--- src/rtl/audio_byte_unpacker_if.sv ---
// audio_byte_unpacker_if: FIFO-side and audio-side signals of the byte unpacker
interface audio_byte_unpacker_if #(parameter int LEVEL_W = 8);
  logic [7:0] fifo_data_i;
  logic [LEVEL_W-1:0] fifo_level_i;
  logic fifo_rd_o;
  logic sample_tick_i;
  logic signed [23:0] left_o;
  logic signed [23:0] right_o;
  logic sample_valid_o;
  logic more_req_o;
  logic underrun_o;
  logic [15:0] underrun_cnt_o;
  modport master(
    output fifo_data_i, fifo_level_i, sample_tick_i,
    input fifo_rd_o, left_o, right_o, sample_valid_o, more_req_o, underrun_o, underrun_cnt_o
  );
  modport slave(
    input fifo_data_i, fifo_level_i, sample_tick_i,
    output fifo_rd_o, left_o, right_o, sample_valid_o, more_req_o, underrun_o, underrun_cnt_o
  );
endinterface

--- src/rtl/audio_byte_unpacker.sv ---
// audio_byte_unpacker: assembles little-endian FIFO bytes into 24-bit MSB-aligned frames.
// UNPACK_UNDERRUN_MUTE_EN: zero outputs on underrun instead of repeating the last sample.
module audio_byte_unpacker #(
  parameter int BYTES_PER_SAMPLE = 2,
  parameter int CHANNELS = 2,
  parameter int LEVEL_W = 8,
  parameter int START_LEVEL = 16,
  parameter int LOW_WATER = 64
) (
  input logic clk_i,
  input logic rst_n_i,
  audio_byte_unpacker_if.slave bus
);
  localparam int NB = BYTES_PER_SAMPLE * CHANNELS;
  typedef enum logic [1:0] {PREBUF, FETCH, SETTLE, READY} state_t;
  state_t state_q, state_d;
  logic [2:0] idx_q;
  logic [7:0] byte_q [8];
  logic [23:0] left_d, right_d;
  logic has_data;
  assign has_data = |bus.fifo_level_i;
  always_comb begin
    state_d = state_q;
    bus.fifo_rd_o = rst_n_i && state_q == FETCH && has_data;
    case (state_q)
      PREBUF: state_d = bus.fifo_level_i >= LEVEL_W'(START_LEVEL) ? FETCH : PREBUF;
      FETCH: state_d = has_data ? SETTLE : FETCH;
      SETTLE: state_d = idx_q == 3'(NB) ? READY : FETCH;
      default: state_d = bus.sample_tick_i ? FETCH : READY;
    endcase
  end
  // Byte k of a channel lands k bytes above the zero-filled LSBs; mono reuses the left bytes
  always_comb begin
    left_d = '0;
    right_d = '0;
    for (int k = 0; k < BYTES_PER_SAMPLE; k++) begin
      left_d[8*(3-BYTES_PER_SAMPLE+k) +: 8] = byte_q[k];
      right_d[8*(3-BYTES_PER_SAMPLE+k) +: 8] = byte_q[k+BYTES_PER_SAMPLE*(CHANNELS-1)];
    end
  end
  always_ff @(posedge clk_i)
    if (bus.fifo_rd_o) byte_q[idx_q] <= bus.fifo_data_i;
  always_ff @(posedge clk_i) begin
    if (!rst_n_i) begin
      state_q <= PREBUF;
      idx_q <= '0;
      bus.left_o <= '0;
      bus.right_o <= '0;
      bus.sample_valid_o <= 1'b0;
      bus.underrun_o <= 1'b0;
      bus.underrun_cnt_o <= '0;
      bus.more_req_o <= 1'b1;
    end else begin
      state_q <= state_d;
      bus.sample_valid_o <= bus.sample_tick_i;
      bus.more_req_o <= bus.fifo_level_i < LEVEL_W'(LOW_WATER);
      if (bus.fifo_rd_o) idx_q <= idx_q + 3'd1;
      if (bus.sample_tick_i) begin
        if (state_q == READY) begin
          bus.left_o <= left_d;
          bus.right_o <= right_d;
          idx_q <= '0;
        end else if (state_q == PREBUF) begin
          bus.left_o <= '0;
          bus.right_o <= '0;
        end else begin
          bus.underrun_o <= 1'b1;
          bus.underrun_cnt_o <= bus.underrun_cnt_o + 16'(bus.underrun_cnt_o != 16'hFFFF);
`ifdef UNPACK_UNDERRUN_MUTE_EN
          bus.left_o <= '0;
          bus.right_o <= '0;
`else
          bus.left_o <= bus.left_o;
          bus.right_o <= bus.right_o;
`endif
        end
      end
    end
  end
endmodule

--- src/flat_wrapper.sv ---
// flat-port wrapper written by rule: the top's interface ports become plain ports
module audio_byte_unpacker_flat 
#(
  parameter int BYTES_PER_SAMPLE = 2,
  parameter int CHANNELS = 2,
  parameter int LEVEL_W = 8,
  parameter int START_LEVEL = 16,
  parameter int LOW_WATER = 64
)
  (clk_i, rst_n_i, bus_fifo_data_i, bus_fifo_level_i, bus_sample_tick_i, bus_fifo_rd_o, bus_left_o, bus_right_o, bus_sample_valid_o, bus_more_req_o, bus_underrun_o, bus_underrun_cnt_o);
  audio_byte_unpacker_if #(.LEVEL_W(LEVEL_W)) bus_i ();
  input logic clk_i;
  input logic rst_n_i;
  input wire logic [$bits(bus_i.fifo_data_i)-1:0] bus_fifo_data_i;
  input wire logic [$bits(bus_i.fifo_level_i)-1:0] bus_fifo_level_i;
  input wire logic [$bits(bus_i.sample_tick_i)-1:0] bus_sample_tick_i;
  output wire logic [$bits(bus_i.fifo_rd_o)-1:0] bus_fifo_rd_o;
  output wire logic [$bits(bus_i.left_o)-1:0] bus_left_o;
  output wire logic [$bits(bus_i.right_o)-1:0] bus_right_o;
  output wire logic [$bits(bus_i.sample_valid_o)-1:0] bus_sample_valid_o;
  output wire logic [$bits(bus_i.more_req_o)-1:0] bus_more_req_o;
  output wire logic [$bits(bus_i.underrun_o)-1:0] bus_underrun_o;
  output wire logic [$bits(bus_i.underrun_cnt_o)-1:0] bus_underrun_cnt_o;
  assign bus_i.fifo_data_i = bus_fifo_data_i;
  assign bus_i.fifo_level_i = bus_fifo_level_i;
  assign bus_i.sample_tick_i = bus_sample_tick_i;
  assign bus_fifo_rd_o = bus_i.fifo_rd_o;
  assign bus_left_o = bus_i.left_o;
  assign bus_right_o = bus_i.right_o;
  assign bus_sample_valid_o = bus_i.sample_valid_o;
  assign bus_more_req_o = bus_i.more_req_o;
  assign bus_underrun_o = bus_i.underrun_o;
  assign bus_underrun_cnt_o = bus_i.underrun_cnt_o;
  audio_byte_unpacker #(.BYTES_PER_SAMPLE(BYTES_PER_SAMPLE), .CHANNELS(CHANNELS), .LEVEL_W(LEVEL_W), .START_LEVEL(START_LEVEL), .LOW_WATER(LOW_WATER)) u_core (.clk_i(clk_i), .rst_n_i(rst_n_i), .bus(bus_i));
endmodule
--- config.mk ---
export PLATFORM = sky130hd
export DESIGN_NAME = audio_byte_unpacker_flat
export DESIGN_NICKNAME = d
export VERILOG_FILES = /design/src/rtl/audio_byte_unpacker_if.sv /design/src/rtl/audio_byte_unpacker.sv /design/src/flat_wrapper.sv
export SDC_FILE = /design/constraint.sdc
export NUM_CORES = 1
export LEC_CHECK = 0
export ABC_AREA = 1
export CORE_MARGIN = 2
export CORE_UTILIZATION = 44
export DETAILED_ROUTE_END_ITERATION = 6
export PLACE_DENSITY = 0.81
export SETUP_SLACK_MARGIN = 0.1
export SYNTH_ARGS = -nofsm -noshare
export SYNTH_HDL_FRONTEND = slang
export SYNTH_SLANG_ARGS = --single-unit
--- constraint.sdc ---
create_clock -name clk_i -period 2.4 [get_ports clk_i]
set_input_delay 0.48 -clock clk_i [delete_from_list [all_inputs] [get_ports clk_i]]
set_output_delay 0.48 -clock clk_i [all_outputs]
set_load 0.01 [all_outputs]
Word-level counts from Yosys, hierarchy flattened:

Memory sizes are Yosys's and may differ from the RTL's.
Cells that the tools add are included.
Widths: inputs -> output; s select.

* add/sub/neg operators: 2
* $lt $le $gt $ge: 2
* eq/ne operators: 5
* muxes and demuxes: 13
* bitwise operators: 2
* reductions and logical operators: 7

Operator list (number)
* $mux 24: 3
* $add 16x1->16: 1
* $ne 16x16->1 const B: 1
* $mux 3: 3
* $ge 8x5->1 const B: 1
* $lt 8x7->1 const B: 1
* $reduce_or 8->1: 1
* $mux 2: 3
* $pmux 2 s3: 1
* $eq 2x2->1 const B: 2
* $add 3x1->3 const B: 1
* $eq 3x3->1 const B: 1
* $mux 1: 3
* $reduce_and 3->1: 1
* $eq 2x1->1 const B: 1
* $logic_and 1x1->1: 2
* $logic_not 2->1: 1
* $not 1->1: 2
* $reduce_and 2->1: 1
* $reduce_bool 2->1: 1

* register bits after elaboration: 72
* RAM bits: 64
* bits of input ports: 19
* logic and storage cells: 40
* memories kept: 1

Memories
* u_core.byte_q: depth 8, bits a word 8, rd ports 4, clocked after memory_dff 0, wr ports 1, line audio_byte_unpacker.sv:18 `logic [7:0] byte_q [8];`

Depth between registers and ports, before layout:

Gate-level depths: netlist (run 1).

* depth after elaboration: 6
* depth in mapped cells: 12

Worst setup path before layout (run 1):

Ideal clock, no wire load.

* path kind: input port to flip-flop
* start point: input port rst_n_i
* end point: memory u_core.byte_q[1][0], enable pin
* setup time: 0.370 ns
* arrival time: 1.548 ns
* slack: 0.482 ns
* stages on the path: 5
* path buffers: 1
* cell sequence: buf_2 nand2_1 nor2_1 nand2_1 nor2_1

* cells in the longest elaborated chain, start to end: 4

RTL lines
* start, declared: line flat_wrapper.sv:13 `input logic rst_n_i;`
* $logic_and 1x1->1 (2 in series): line audio_byte_unpacker.sv:24 `bus.fifo_rd_o = rst_n_i && state_q == FETCH && has_data;`
* net bus_fifo_rd_o: line flat_wrapper.sv:17 `output wire logic [$bits(bus_i.fifo_rd_o)-1:0] bus_fifo_rd_o;`
* $mux 1: line audio_byte_unpacker.sv:42 `if (bus.fifo_rd_o) byte_q[idx_q] <= bus.fifo_data_i;`
* $mux 1 (not written as such): line audio_byte_unpacker.sv:42
* end, declared: line audio_byte_unpacker.sv:18

The timed path passes the listed nets, and every way through them passes these cells.

Worst setup path in the final report (run 1):

* start point: input port bus_fifo_level_i[7]
* end point: output port bus_fifo_rd_o

* cells in the longest elaborated chain, start to end: 2

RTL lines
* start, declared: line flat_wrapper.sv:15 `input wire logic [$bits(bus_i.fifo_level_i)-1:0] bus_fifo_level_i;`
* $reduce_or 8->1: line audio_byte_unpacker.sv:21 `assign has_data = |bus.fifo_level_i;`
* $logic_and 1x1->1: line audio_byte_unpacker.sv:24
* end, declared: line flat_wrapper.sv:17

No other way between the ends.

==> results of run 1 <==
==> worst register-to-register path, delay by kind of cell, from the launching register on <==
family	cells	cell delay, ns
adders and majority gates	2	0.42
DFF	1	0.41
and+or+nand+nor	8	0.96
buffers and inverters	1	0.04
==> state kept, by name, summed over array words and instances (netlist names) <==
name and cells:
u_core.bus.underrun_cnt_o 16, u_core.bus.sample_valid_o 1, u_core.bus.underrun_o 1, u_core.bus.right_o 16, u_core.state_q 2, u_core.idx_q 3
u_core.bus.left_o 16, u_core.bus.more_req_o 1, u_core.byte_q 32
==> worst paths after layout <==
| kind | from | end | slack (ns) | cells past startpoint |
|---|---|---|---|---|
| setup reg to reg | u_core.bus.underrun_cnt_o[11] | u_core.bus.underrun_cnt_o[12] | 0.46 | 11 |
| hold reg to reg | u_core.bus.left_o[17] | u_core.bus.left_o[17] | 0.47 | 2 |
| setup / recovery | bus_fifo_level_i[7] | bus_fifo_rd_o | 0.32 | 6 |
| hold / removal | u_core.bus.left_o[17] | u_core.bus.left_o[17] | 0.47 | 2 |
==> layer usage <==
| metal | vias to the layer above | share of wire, % |
|---|---|---|
| met5 | - | 0 |
| met4 | 0 | 1.3 |
| met3 | 10 | 5.5 |
| met2 | 96 | 50 |
| met1 | 1290 | 43 |
| li1 | 1417 | - |
==> logic make-up (layout without fill, tap and decap cells) <==
family | after synthesis | in the layout | synth area share, %
and+or+nand+nor | 176 | 176 | 21.8
DFF | 88 | 88 | 58.0
buffers and inverters | 64 | 131 | 8.93
AOI/OAI and AO/OA | 54 | 54 | 7.78
adders and majority gates | 9 | 9 | 3.14
other | 1 | 16 | 0.105
xor gates and xnor gates | 1 | 1 | 0.244
==> where the power goes <==
group / internal [mW] / switching [mW] / leakage, nW
registers: 1.58 / 0.0252 / 0.742
logic: 0.119 / 0.211 / 0.802
clock network: 0.485 / 0.523 / 0.0909
total: 2.19 / 0.759 / 1.63
==> Yosys cell counts, types with 2 or more instances <==
cell	n	area, um2
nand4_1	2	12.5
nor2_2	2	12.5
buf_4	19	143
nor3_1	5	25.0
buf_2	7	35.0
nor2_1	40	150
ha_1	9	113
nand2_1	73	274
nand2_2	2	12.5
edfxtp_1	32	961
dfxtp_1	56	1120
nand3_1	45	225
o21ai_0	7	35.0
inv_1	33	124
a21oi_1	42	210
nor2_4	4	45.0
clkbuf_1	5	18.8
a31oi_1	3	18.8
==> per-stage QoR <==
| stage | setup slack, ns | power (mW) | area (um2) | std cells |
|---|---|---|---|---|
| 2_1_floorplan | 0.482 | 1.86 | 3640 | 408 |
| 3_3_place_gp | 0.0601 | 1.96 | 4370 | 561 |
| 3_5_place_dp | 0.0387 | 1.97 | 4370 | 561 |
| 4_1_cts | 0.300 | 2.96 | 4560 | 577 |
| 5_1_grt | 0.212 | 3.07 | 4560 | 577 |
| 6_report | 0.317 | 2.95 | 4560 | 577 |
==> cell type report <==
class / count / area share, %
clock buffer: 10 / 2.80
sequential: 88 / 45.7
clock inverter: 6 / 1.45
inverter: 33 / 2.72
tap: 102 / 2.80
multi-input combinational: 256 / 27.3
timing repair buffer: 82 / 17.3
==> placed cells by master (no fill, tap or decap), types with 3 or more instances in the layout <==
| cell | instances |
|---|---|
| a21oi_1 | 42 |
| a31oi_1 | 3 |
| buf_4 | 12 |
| clkbuf_8 | 9 |
| clkdlybuf4s50_1 | 69 |
| conb_1 | 16 |
| dfxtp_1 | 56 |
| edfxtp_1 | 32 |
| ha_1 | 9 |
| inv_1 | 33 |
| nand2_1 | 73 |
| nand3_1 | 45 |
| nor2_1 | 40 |
| nor2_4 | 4 |
| nor3_1 | 5 |
| o21ai_0 | 7 |
==> run metrics, run 1 <==
post-CTS sizing=1; area delta synth->final=27.1%; Min-Delay Path Class=flip-flop to flip-flop; Initial Util=46.0%; TritonCTS clock tree=built; full die area=8890 um2; Total Routing Usage GR=between 10% and 20%; clock skew=0.00812 ns; FFs w/ async S/R, synth=0%; CP most frequent cell=nor2_1; Cell Pwr Density=around 650 nW/um2; Die X=roughly 94 um; Crit Path Class=input port to output port; # rows=32; critical path arrival=about 1.6 ns; Seq. cell area=between 2000 and 2500 um2; largest net degree at the start of global routing=34; maximum vdd drop=roughly 0.30 mV; Root Buffer=clkbuf_8; CP required=between 1.5 and 2 ns; via count=2813; core area=just under 8000 um2; Slowest cell on crit path=clkdlybuf4s50_1; slowest stage delay, CP=0.43 ns; synth unique cells=25; M1 GR Usage=between 20 and 25%; Most Used Layer, Global Route=met2; reported max-cap violation count=0; I/O Buffers=70; area of the multi-input gates=between 1000 and 1500 um2; Syn. warnings=0; CP endpoint kind=output port; Post-CTS Setup Inserts=0; Clock Sinks=88; # setup viols final=0; status=complete, no violations; GR Util met3=about 3%; antenna viol nets, final=0; number of global-route vias before repair=2678; Worst Path Buf+Inv=2; CP cell instances=clkdlybuf4s50_1 > nor2_1 > nand2_1 > nor2_1 > nor2_1 > dlygate4sd2_1; Placer Congestion=~0.85; grt ovf=0; WHS=0.467 ns; mapped cell area=3590 um2; Top Ports=87; hpwl dp=around 5400 um; startpoint types=input port; leakage power=about 1.6 nW; Clock transition at path regs=roughly 0.090 ns; cell count after synthesis=393; drt initial violations=approximately 140; Routed WL=approximately 7600 um; Seq/Total Area, Yosys=58.0%; DR WL/cell=about 13 um; Post-synth top flop=dfxtp_1; cell family with most CP delay=buffers and inverters; clock tree buffer depth=2; DRT Pass-1 Iters=4; share of cells above drive strength 1=7.37%; first-pass GRT wire length=approximately 12000 um; # fillers=approximately 640; RSZ-0062 raised after global routing=false; average cell area after synthesis=slightly above 9 um2; DR vias/cell=just under 5; final setup TNS=0 ns; Fmax=~480 MHz; total number of H-tree levels=3; number of flops mapped to enable cells by yosys=32; nets=about 500; GR Util met2=between 30% and 40%; min cycle time layout=~2.1 ns; Final Hold Violating Endpoints=0; n_diodes=0; CTS Hold Bufs=0; DRC=0; Die H=94.3 um; post-synthesis register bit count=a little under 90; initial antenna violation count=0; clock latency at the later pin of the worst-skew pair=between 0.3 and 0.4 ns; Util after Layout=between 50% and 60%; fin crit share=between 80% and 90%; Max FO, Critical Path=2; final slew viol count=0; Num CTS Buffers=9
Note: power is estimated with default switching activity, not from simulation.
==> inputs of run 2 (changes only) <==
--- a/config.mk
+++ b/config.mk
@@ -6,11 +6,14 @@
 export NUM_CORES = 1
 export LEC_CHECK = 0
 export ABC_AREA = 1
+export CORE_ASPECT_RATIO = 0.5
 export CORE_MARGIN = 2
 export CORE_UTILIZATION = 44
 export DETAILED_ROUTE_END_ITERATION = 6
 export PLACE_DENSITY = 0.81
+export RECOVER_POWER = 25
 export SETUP_SLACK_MARGIN = 0.1
+export SLEW_MARGIN = 10
 export SYNTH_ARGS = -nofsm -noshare
 export SYNTH_HDL_FRONTEND = slang
 export SYNTH_SLANG_ARGS = --single-unit
==> run metrics, run 2 (synthesis gave the netlist of run 1 again) <==
DRT Pass-1 Iters=4 (unchanged); CP endpoint kind=flip-flop; antenna viol nets, final=0 (unchanged); Initial Util=45.2% (-0.78 points); final slew viol count=0 (unchanged); Min-Delay Path Class=flip-flop to flip-flop; Largest register FFs=32 (unchanged); final setup TNS=0 ns (unchanged); non-filler instance count after layout=586 (+1.6%); Crit Path Class=input port to flip-flop; cell-internal power=2.46 mW (+12%); clock tree buffer depth=2 (unchanged); initial antenna violation count=0 (unchanged); leakage power=1.67 nW (+2.4%); Die H=67.9 um (-28%); clock skew=0.00759 ns (-0.000524 ns); Worst Path Buf+Inv=4 (+2); Total Routing Usage GR=17.9% (-0.20 points); Worst Tran Pin Value=between 0.7 and 0.8 ns; number of global-route vias before repair=2585 (-3.5%); area delta synth->final=29.6%; Final Hold Violating Endpoints=0 (unchanged); cell family with most CP delay=buffers and inverters; Sw Share=24.6% (-1.2 points); core area=7940 um2 (+1.7%); share of cells above drive strength 1=7.17% (-0.20 points); Flop pwr share=49.4% (-5.2 points); max_slew headroom=~48%; total number of H-tree levels=3 (unchanged); # rows=23 (-28%); most frequent cells in the layout=nand2_1, clkdlybuf4s50_1, dfxtp_1; Most flops, register=u_core.byte_q; n_diodes=0 (unchanged); Levels on crit path=5 (-1); RSZ-0062 raised after global routing=false; drt initial violations=150 (+6.4%); reg2reg path depth=11 (unchanged); # fillers=683 (+6.9%); critical path arrival=2.45 ns (+0.85 ns); startpoint types=input port; I/O Buffers=70 (unchanged); Clock Sinks=88 (unchanged); CP cell instances=clkdlybuf4s50_1 > clkbuf_1 > inv_1 > clkbuf_2 > a21oi_1; CP required=2.66 ns (+0.74 ns); commonest non-fill, non-tap cell in the layout=nand2_1; Fmax=457 MHz (-4.7%); TritonCTS clock tree=built; hpwl dp=5280 um (-2.2%); Worst R2R Start=u_core.bus.underrun_cnt_o[10]; Clock transition at path regs=0.06 ns (-0.03 ns); hold path start=u_core.bus.right_o[15]; first-pass GRT wire length=12300 um (-0.67%); Top Ports=87 (unchanged); via count=2816 (+0.11%); largest net degree at the start of global routing=33 (-2.9%); Slowest cell on crit path=clkbuf_1; hold depth=2 (unchanged); nets=497 (-0.20%); grt ovf=0 (unchanged); Root Buffer=clkbuf_16; reg2reg setup slack=0.46 ns (about the same); # setup viols final=0 (unchanged); status=complete, no violations; full die area=8940 um2 (+0.49%); Clk pwr share=40.7% (+6.5 points); Cells after DPL=570 (+1.6%); Placer Congestion=0.819 (-3.2%); Die X=132 um (+40%); slowest stage delay, CP=0.61 ns (+0.18 ns); Critical Path Source=rst_n_i; NetSw=803 uW (+5.8%); Seq. cell area=2080 um2 (unchanged); power share of the combinational group=9.9% (-1.3 points); Cell Pwr Density=702 nW/um2 (+8.6%); DRC=0 (unchanged); DR vias/cell=4.81 (-1.4%); maximum vdd drop=0.325 mV (+9.7%); min cycle time layout=2.19 ns (+0.103 ns); DR WL/cell=13.2 um (+0.32%); fin crit share=91.1% (+4.3 points); Max FO, Critical Path=17 (+15); Routed WL=7720 um (+1.9%); Num CTS Buffers=9 (unchanged); reported max-cap violation count=0 (unchanged); clock latency at the later pin of the worst-skew pair=0.34 ns (about the same); area of the multi-input gates=1240 um2 (unchanged)
==> run 2: cell types whose count changed in the layout (fill, tap and decap cells not counted), moves of 3 or more <==
cell / previous run / this run
buf_4: 12 / 9
clkbuf_16: 0 / 9
clkbuf_8: 9 / 2
clkdlybuf4s50_1: 69 / 60
dlygate4sd3_1: 0 / 9
==> run 2: area by class of cell <==
| cell class | instances | share of cell area (%) |
|---|---|---|
| Sequential cell | 88 | 44.8 |
| Multi-Input combinational cell | 256 | 26.7 |
| Timing Repair Buffer | 81 | 16.7 |
| Clock buffer | 12 | 5.52 |
| Tap cell | 112 | 3.01 |
| Inverter | 33 | 2.66 |
| Clock inverter | 4 | 0.619 |
==> run 2: final timing paths <==
path                              endpoint
max                  u_core.bus.left_o[20]
min                 u_core.bus.right_o[15]
max reg2reg  u_core.bus.underrun_cnt_o[14]
min reg2reg         u_core.bus.right_o[15]
==> run 2: layer usage <==
metal	track usage, %	vias to the layer above	wire length (um)
met5	0	-	0
met4	6.11	0	116
met3	6.22	13	424
met2	32.1	85	3810
met1	20.7	1302	3370
li1	-	1416	-
==> run 2: worst min-delay path, stage by stage, from the launching register on <==
cell and delay, ns:
dfxtp_1 0.31, nand2_1 0.06, a21oi_1 0.05
==> run 2: per-stage QoR <==
stage               power [mW]  instance area, um2  utilization (%)  hold slack (ns)  setup WS (ns)
detailed placement        1.97                4370             55.0            0.460         0.0172
global placement          1.96                4370             55.0            0.453         0.0225
global route              3.38                4650             58.5            0.483          0.103
finish                    3.26                4650             58.5            0.464          0.214
CTS                       3.28                4660             58.6            0.469          0.246
floorplan                 1.86                3640                -            0.488          0.482
==> run 2: power by group through the flow <==
stage	combinational, mW	clock (mW)	sequential, mW
floorplan	0.210	0	1.65
detailed placement	0.326	0	1.64
global route	0.356	1.40	1.62
global placement	0.318	0	1.64
CTS	0.328	1.34	1.61
finish	0.321	1.33	1.61
==> run 2: timing repair <==
action	CTS	global route
hold buffers	0	0
resized for setup	1	0
buffers inserted	0	0
endpoints found under the setup margin	1	0
